## config.mk

```make
export PLATFORM = sky130hd
export DESIGN_NAME = parity_led_heartbeat
export DESIGN_NICKNAME = d
export VERILOG_FILES = /design/src/rtl/parity_pkg.sv /design/src/rtl/parity_led_heartbeat.sv
export SDC_FILE = /design/constraint.sdc
export NUM_CORES = 1
export LEC_CHECK = 0
export CORE_AREA = 2 2 39 41
export CTS_CLUSTER_DIAMETER = 80
export DETAILED_ROUTE_END_ITERATION = 10
export DIE_AREA = 0 0 41 43
export DONT_BUFFER_PORTS = 1
export PLACE_DENSITY_LB_ADDON = 0.1
export RECOVER_POWER = 50
export SETUP_SLACK_MARGIN = 0.3
export SLEW_MARGIN = 25
export SYNTH_ARGS = -nofsm -noshare
export SYNTH_HDL_FRONTEND = slang
export SYNTH_SLANG_ARGS = --single-unit
```

## constraint.sdc

```tcl
create_clock -name sys_clk -period 1.12 [get_ports sys_clk]
set_input_delay 0.056 -clock sys_clk [delete_from_list [all_inputs] [get_ports sys_clk]]
set_output_delay 0.056 -clock sys_clk [all_outputs]
set_load 0.02 [all_outputs]
```

## src/rtl/parity_pkg.sv

```systemverilog
// Shared types and helpers for the parity frame checker.
package parity_pkg;

  // Controller states: collecting frame words, or presenting a held result.
  typedef enum logic {
    ACCUM = 1'b0,
    HOLD  = 1'b1
  } state_t;

  // Widest error counter supported; the saturation value is sliced from this.
  localparam int SAT_MAX_W = 64;
  localparam logic [SAT_MAX_W-1:0] SAT_ALL_ONES = '1;

  // Counter width for a 0..n-1 count, never narrower than one bit.
  function automatic int clog2_min1(input int n);
    return (n <= 1) ? 1 : $clog2(n);
  endfunction

endpackage

```

## src/rtl/parity_led_heartbeat.sv

```systemverilog
// Heartbeat LED: blinks with a period of 2*LED_DIV clocks while the link is
// clean, is forced on after an error and restarts dark when errors are cleared.
module parity_led_heartbeat
  import parity_pkg::*;
#(
  parameter int LED_DIV = 5
) (
  input  logic sys_clk,
  input  logic sys_rst_n,
  input  logic force_on,
  input  logic restart,
  output logic led
);

  localparam int DIV_W = clog2_min1(LED_DIV);
  localparam logic [DIV_W-1:0] DIV_LAST = DIV_W'(LED_DIV - 1);

  logic [DIV_W-1:0] div_q;

  // Divider and LED; forcing wins over restart so a same-cycle error stays visible.
  always_ff @(posedge sys_clk or negedge sys_rst_n) begin
    if (!sys_rst_n) begin
      div_q <= '0;
      led   <= 1'b0;
    end else if (force_on) begin
      div_q <= '0;
      led   <= 1'b1;
    end else if (restart) begin
      div_q <= '0;
      led   <= 1'b0;
    end else if (div_q == DIV_LAST) begin
      div_q <= '0;
      led   <= ~led;
    end else begin
      div_q <= div_q + DIV_W'(1);
    end
  end

endmodule

```

==> impl_metrics.env, run 1 <==
export IMPL_ys_warn_count=0
export IMPL_routed_wl_microns=529
export IMPL_critical_path_peak_fanout=3
export IMPL_postSynthNetCount=23
export IMPL_yosysSeqAreaShare=0.488
export IMPL_grt_util_all_layers=0.0654
export IMPL_total_via_count_after_detailed_routing=168
export IMPL_boundaryPins=5
export IMPL_timing_slew_headroom=0.811
export IMPL_worst_setup_path_end_kind="flop"
export IMPL_grt_pass1_vias=164
export IMPL_wl_met3_microns=46
export IMPL_timing_critical_path_from="div_q[0]"
export IMPL_rsz0062_at_grt="true"
export IMPL_grt_ovfl_total=0
export IMPL_netlist_instances=17
export IMPL_reg_to_reg_slack_setup_ns=-0.1
export IMPL_fin_hold_ws_ns=-0.122
export IMPL_finalCriticalPeriod_ns=1.22
export IMPL_grt_pass1_wl_microns=703
export IMPL_power_frac_comb=0.130
export IMPL_final_setup_tns_ns=-0.193
export IMPL_power_static_leakage_uw=0.000125
export IMPL_grt_start_max_net_pins=6
export IMPL_initial_antenna_violation_count=0
export IMPL_routedLengthMet1_microns=214
export IMPL_dr_max_layer_used="met3"
export IMPL_clk_pin_slew_ns=0.04
export IMPL_routed_wl_met2_microns=269
export IMPL_timing_reg2reg_worst_path_depth=5
export IMPL_drtAntennaViolNets=0
export IMPL_firstDrtPassIters=2
export IMPL_violations="hold timing, setup timing"
export IMPL_timing_hold_worst_start="force_on"
export IMPL_crit_cells=5
export IMPL_place_port_buffers=0
export IMPL_synth_area_sq_um=205
export IMPL_ratio_of_cells_with_drive_above_1_in_the_final_layout=0.560
export IMPL_number_of_vias_per_cell_after_detailed_routing=4.10
export IMPL_cts_root_buffer_cell="sky130_fd_sc_hd__clkbuf_4"
export IMPL_flow_area_growth_from_synthesis_pct=59.1
export IMPL_fmax_mhz=821
export IMPL_placementRows=14
export IMPL_nNetsFinal=33
export IMPL_worst_path_max_delay_cell="sky130_fd_sc_hd__dfrtp_1"
export IMPL_numCtsBuffers=3
export IMPL_count_of_h_tree_levels_built_during_cts=1
export IMPL_hold_depth=1
export IMPL_worst_clock_skew_ns=0.00624
export IMPL_status="finished, violations left"
export IMPL_num_antenna_cells=0
export IMPL_critical_path_reg2reg_startpoint="div_q[0]"
export IMPL_power_net_switching_uw=88.9
export IMPL_power_density_nw_per_um2=1190
export IMPL_crit_arrival_ns=1.34
export IMPL_vdd_ir_drop_worst_v=0.000733
export IMPL_critical_path_buf_inv_count=2
export IMPL_clock_tree_from_tritoncts="built"
export IMPL_swShare=0.228
export IMPL_hp_class="in2reg"
export IMPL_finalSetupViolCount=2
export IMPL_crit_family="flip-flops"
export IMPL_multi_input_comb_area_sq_um=130
export IMPL_fill_cells=158
export IMPL_clk_latency_worst_skew_pair_ns=0.24
export IMPL_yosys_register_bits=4
export IMPL_clock_sink_count=4
export IMPL_drcViolationCount=0
export IMPL_initial_utilization=0.148
export IMPL_detail_route_wl_per_cell_microns=12.9
export IMPL_holdPathEnd="div_q[2]"
export IMPL_clock_power_share=0.467
export IMPL_cts_hold_repair_buffers=2
export IMPL_total_power_uw=390
export IMPL_cap_violations=0
export IMPL_number_of_buffers_between_clock_root_and_the_deepest_sink=2
export IMPL_timing_final_crit_share=1.09
export IMPL_die_area_sq_um=1760
export IMPL_timing_setup_critical_path_class="reg2reg"
export IMPL_gpl_final_weighted_congestion=0.625
export IMPL_cell_internal_pwr_uw=301
export IMPL_die_h_microns=43
export IMPL_path_cells="inv_2 -> ha_4 -> buf_4 -> nor4bb_2 -> a211o_1"
export IMPL_dp_final_hpwl_microns=312
export IMPL_slowest_delay_ns=0.38
export IMPL_tightestPinTransition_ns=0.282
export IMPL_timing_rr_end="led"
export IMPL_placeableCoreArea_sq_um=1380
export IMPL_yosys_cell_types_count=12
export IMPL_register_area_sq_um=100
export IMPL_synth_avg_cell_area_sq_um=12.1
export IMPL_cp_required_ns=1.24
export IMPL_hold_viol_final=4
export IMPL_dr_iter_0_viols=5
export IMPL_timing_critical_path_from_type="flop"
export IMPL_setup_slack_ns=-0.0974
export IMPL_die_x_extent_microns=41
export IMPL_timing_max_transition_violations_final=0
export IMPL_p_seq_frac=0.403
==> cell usage in the layout (no fill, tap or decap), drive strengths merged, types with 2 or more instances in the layout <==
cell,count
buf,3
clkbuf,3
dfrtp,4
dlygate4sd3,2
ha,2
inv,2
==> cell usage after synthesis (all sizes together) <==
library cell,n,area share
a211o,1,0.043
or3b,1,0.043
dfrtp,4,0.49
inv,2,0.037
nor2b,1,0.031
nor3b,1,0.037
ha,2,0.12
a2111oi,1,0.043
nand2,1,0.018
a211oi,1,0.061
nor4bb,1,0.049
nand2b,1,0.031
==> metal layers <==
| metal | GRT usage | up-vias |
|---|---|---|
| met5 | 0 | - |
| met4 | 0.0200 | 0 |
| met3 | 0.0681 | 0 |
| met2 | 0.0719 | 7 |
| met1 | 0.0841 | 83 |
| li1 | - | 78 |
==> worst max-delay path by stage <==
stage | end | slack [ns]
CTS | div_q[2] | -0.10
finish | led | -0.1
floorplan | div_q[2] | -0.05
global placement | div_q[2] | -0.11
detailed placement | div_q[2] | -0.10
global route | div_q[2] | -0.18
==> final cells by class <==
type,count,area share
Multi-Input combinational cell,11,0.398
Sequential cell,4,0.307
Tap cell,16,0.0613
Clock buffer,3,0.0690
Inverter,2,0.0230
Timing Repair Buffer,5,0.142
==> worst reg2reg max path, cell delays in order (launching register included) <==
cell	delay (ns)
sky130_fd_sc_hd__dfrtp_1	0.38
sky130_fd_sc_hd__inv_2	0.06
sky130_fd_sc_hd__ha_4	0.16
sky130_fd_sc_hd__buf_4	0.13
sky130_fd_sc_hd__nor4bb_2	0.16
sky130_fd_sc_hd__a211o_1	0.22
==> flip-flops by register name, summed over array words and instances (netlist names) <==
signal	count
div_q	3
led	1
==> stage by stage <==
stage | instances | utilization | hold WS (ns) | area (sq um) | setup WS (ns)
2_1_floorplan | 17 | - | -0.240 | 210 | -0.0525
3_3_place_gp | 35 | 0.177 | -0.239 | 245 | -0.112
3_5_place_dp | 35 | 0.177 | -0.239 | 245 | -0.100
4_1_cts | 40 | 0.222 | -0.128 | 307 | -0.104
5_1_grt | 41 | 0.236 | -0.126 | 327 | -0.181
6_report | 41 | 0.236 | -0.122 | 327 | -0.0974
==> logic make-up (layout without fill, tap and decap cells) <==
kind of cell    count (synthesis)  after routing  share of synthesized area
compound gates                  3              3                      0.146
simple gates                    6              6                      0.207
flops                           4              4                      0.488
fa+ha+maj                       2              2                      0.122
buf+inv                         2             10                     0.0366
==> what timing repair did <==
item                       in CTS  in global routing
resized for setup               3                  5
setup endpoints to repair       5                  5
pin swaps                       0                  1
hold endpoints to repair        8                  4
buffers inserted                0                  1
==> power groups by stage <==
stage	combinational, uW	sequential [uW]	clock (uW)
6_report	50.6	157	182
4_1_cts	43.1	156	189
3_5_place_dp	27.3	157	0
2_1_floorplan	13.6	160	0
3_3_place_gp	27.0	157	0
5_1_grt	54.4	158	195
(Power assumes the default switching activity.)
==> run 2: changes to the inputs <==
==> constraint.sdc (replaced) <==
create_clock -name sys_clk -period 1.6 [get_ports sys_clk]
set_input_delay 0.08 -clock sys_clk [delete_from_list [all_inputs] [get_ports sys_clk]]
set_output_delay 0.08 -clock sys_clk [all_outputs]
set_load 0.02 [all_outputs]
==> impl_metrics.env, run 2 (synthesis results as in run 1) <==
export IMPL_status="complete, no violations"
export IMPL_finalCriticalPeriod_ns=1.28
export IMPL_timing_setup_critical_path_class="reg2reg"
export IMPL_vdd_ir_drop_worst_v=0.000280
export IMPL_dr_iter_0_viols=0
export IMPL_reg_to_reg_slack_setup_ns=0.32
export IMPL_grt_start_max_net_pins=6
export IMPL_post_layout_nonfiller_instances=40
export IMPL_swShare=0.239
export IMPL_holdPathEnd="led"
export IMPL_die_area_sq_um=1760
export IMPL_placed_cells=33
export IMPL_grt_util_all_layers=0.0704
export IMPL_finalSetupViolCount=0
export IMPL_hp_class="in2reg"
export IMPL_registers_top_by_ff_count="div_q"
export IMPL_cts_root_buffer_cell="sky130_fd_sc_hd__clkbuf_4"
export IMPL_groute_layer_met3_usage=0.0314
export IMPL_worst_clock_skew_ns=0.0000868
export IMPL_grt_ovfl_total=0
export IMPL_firstDrtPassIters=1
export IMPL_timing_critical_path_from_type="flop"
export IMPL_worst_setup_path_end_kind="flop"
export IMPL_clk_latency_worst_skew_pair_ns=0.24
export IMPL_most_congested_layer_reported_by_global_routing="met4"
export IMPL_cell_internal_pwr_uw=204
export IMPL_clk_pin_slew_ns=0.04
export IMPL_drcViolationCount=0
export IMPL_crit_arrival_ns=1.43
export IMPL_hold_depth=2
export IMPL_number_of_buffers_between_clock_root_and_the_deepest_sink=2
export IMPL_cp_required_ns=1.75
export IMPL_die_x_extent_microns=41
export IMPL_grt_pass1_vias=168
export IMPL_timing_final_crit_share=0.800
export IMPL_final_cell_mix="4 x sky130_fd_sc_hd__dfrtp_1, 3 x sky130_fd_sc_hd__clkbuf_4, 3 x sky130_fd_sc_hd__dlygate4sd3_1"
export IMPL_number_of_vias_per_cell_after_detailed_routing=4.05
export IMPL_placeableCoreArea_sq_um=1380
export IMPL_numCtsBuffers=3
export IMPL_power_net_switching_uw=64.3
export IMPL_top_regs="div_q x3, led x1"
export IMPL_timing_reg2reg_worst_path_depth=4
export IMPL_layout_commonest_cell="sky130_fd_sc_hd__dfrtp_1"
export IMPL_grt_pass1_wl_microns=690
export IMPL_grt_met1_usage=0.0583
export IMPL_clock_power_share=0.490
export IMPL_ratio_of_cells_with_drive_above_1_in_the_final_layout=0.375
export IMPL_timing_hold_worst_start="restart"
export IMPL_num_antenna_cells=0
export IMPL_grt_met2_usage=0.0875
export IMPL_routed_wl_microns=463
export IMPL_clock_tree_from_tritoncts="built"
export IMPL_final_setup_tns_ns=0
export IMPL_critical_path_peak_fanout=4
export IMPL_timing_slew_headroom=0.767
export IMPL_die_h_microns=43
export IMPL_placementRows=14
export IMPL_flow_area_growth_from_synthesis_pct=47.6
export IMPL_flip_flop_count_of_the_largest_register_after_layout=3
export IMPL_total_via_count_after_detailed_routing=162
export IMPL_fmax_mhz=781
export IMPL_critical_path_reg2reg_startpoint="div_q[1]"
export IMPL_detail_route_wl_per_cell_microns=11.6
export IMPL_cap_violations=0
export IMPL_timing_rr_end="div_q[2]"
export IMPL_initial_utilization=0.148
export IMPL_tightestPinTransition_ns=0.341
export IMPL_boundaryPins=5
export IMPL_fill_cells=155
export IMPL_count_of_h_tree_levels_built_during_cts=1
export IMPL_power_density_nw_per_um2=887
export IMPL_rsz0062_at_grt="true"
export IMPL_clock_sink_count=4
export IMPL_hold_viol_final=0
export IMPL_p_seq_frac=0.414
export IMPL_timing_max_transition_violations_final=0
export IMPL_power_static_leakage_uw=0.000119
export IMPL_nNetsFinal=32
export IMPL_initial_antenna_violation_count=0
export IMPL_drtAntennaViolNets=0
export IMPL_gpl_final_weighted_congestion=0.695
export IMPL_power_frac_comb=0.096
export IMPL_place_port_buffers=0
-- run 2: cell type report --
| type | count | area [sq um] | share of cell area |
|---|---|---|---|
| tap | 16 | 20.0 | 0.0661 |
| clock buffer | 3 | 22.5 | 0.0744 |
| timing repair buffer | 4 | 37.5 | 0.124 |
| sequential | 4 | 100 | 0.331 |
| multi-input combinational | 11 | 115 | 0.380 |
| inverter | 2 | 7.51 | 0.0248 |
-- run 2: power groups by stage --
stage	Sequential (uW)	Clock (uW)	Combinational (uW)
floorplan	112	0	9.05
global placement	112	0	10.6
detailed placement	112	0	10.7
CTS	111	136	21.5
global route	112	149	28.3
finish	111	132	25.7
-- run 2: what timing repair did --
item,4_1_cts,5_1_grt
hold buffers,3,0
pin swaps,0,4
gates cloned,0,0
setup endpoints to repair,1,1
hold endpoints to repair,8,0
resized for setup,1,4
setup buffers,0,1
-- run 2: worst max path at each step --
stage / from / to / slack (ns) / cells after the start
after floorplan: div_q[0] / div_q[2] / 0.38 / 4
after global placement: div_q[0] / div_q[2] / 0.33 / 4
after detailed placement: div_q[0] / div_q[2] / 0.30 / 4
after CTS: div_q[0] / div_q[2] / 0.32 / 4
after global routing: div_q[0] / div_q[2] / 0.26 / 4
final: div_q[1] / div_q[2] / 0.32 / 4
-- run 2: routing by layer --
metal	wire (microns)	up-vias
li1	-	77
met1	168	77
met2	241	5
met3	21	3
met4	31	0
met5	0	-
-- run 2: critical path: stages (launching register included) --
cell and delay, ns:
sky130_fd_sc_hd__dfrtp_1 0.35, sky130_fd_sc_hd__inv_1 0.08, sky130_fd_sc_hd__ha_4 0.17, sky130_fd_sc_hd__or3b_4 0.37, sky130_fd_sc_hd__a211oi_2 0.22
-- run 2: metrics by stage --
stage | hold WS (ns) | power [uW] | util | cell area, sq um | setup WS, ns
floorplan | -0.216 | 121 | - | 205 | 0.383
global placement | -0.215 | 123 | 0.163 | 225 | 0.325
detailed placement | -0.215 | 123 | 0.163 | 225 | 0.302
CTS | 0.0856 | 269 | 0.203 | 280 | 0.316
global route | 0.0896 | 289 | 0.219 | 303 | 0.256
finish | 0.0889 | 269 | 0.219 | 303 | 0.319
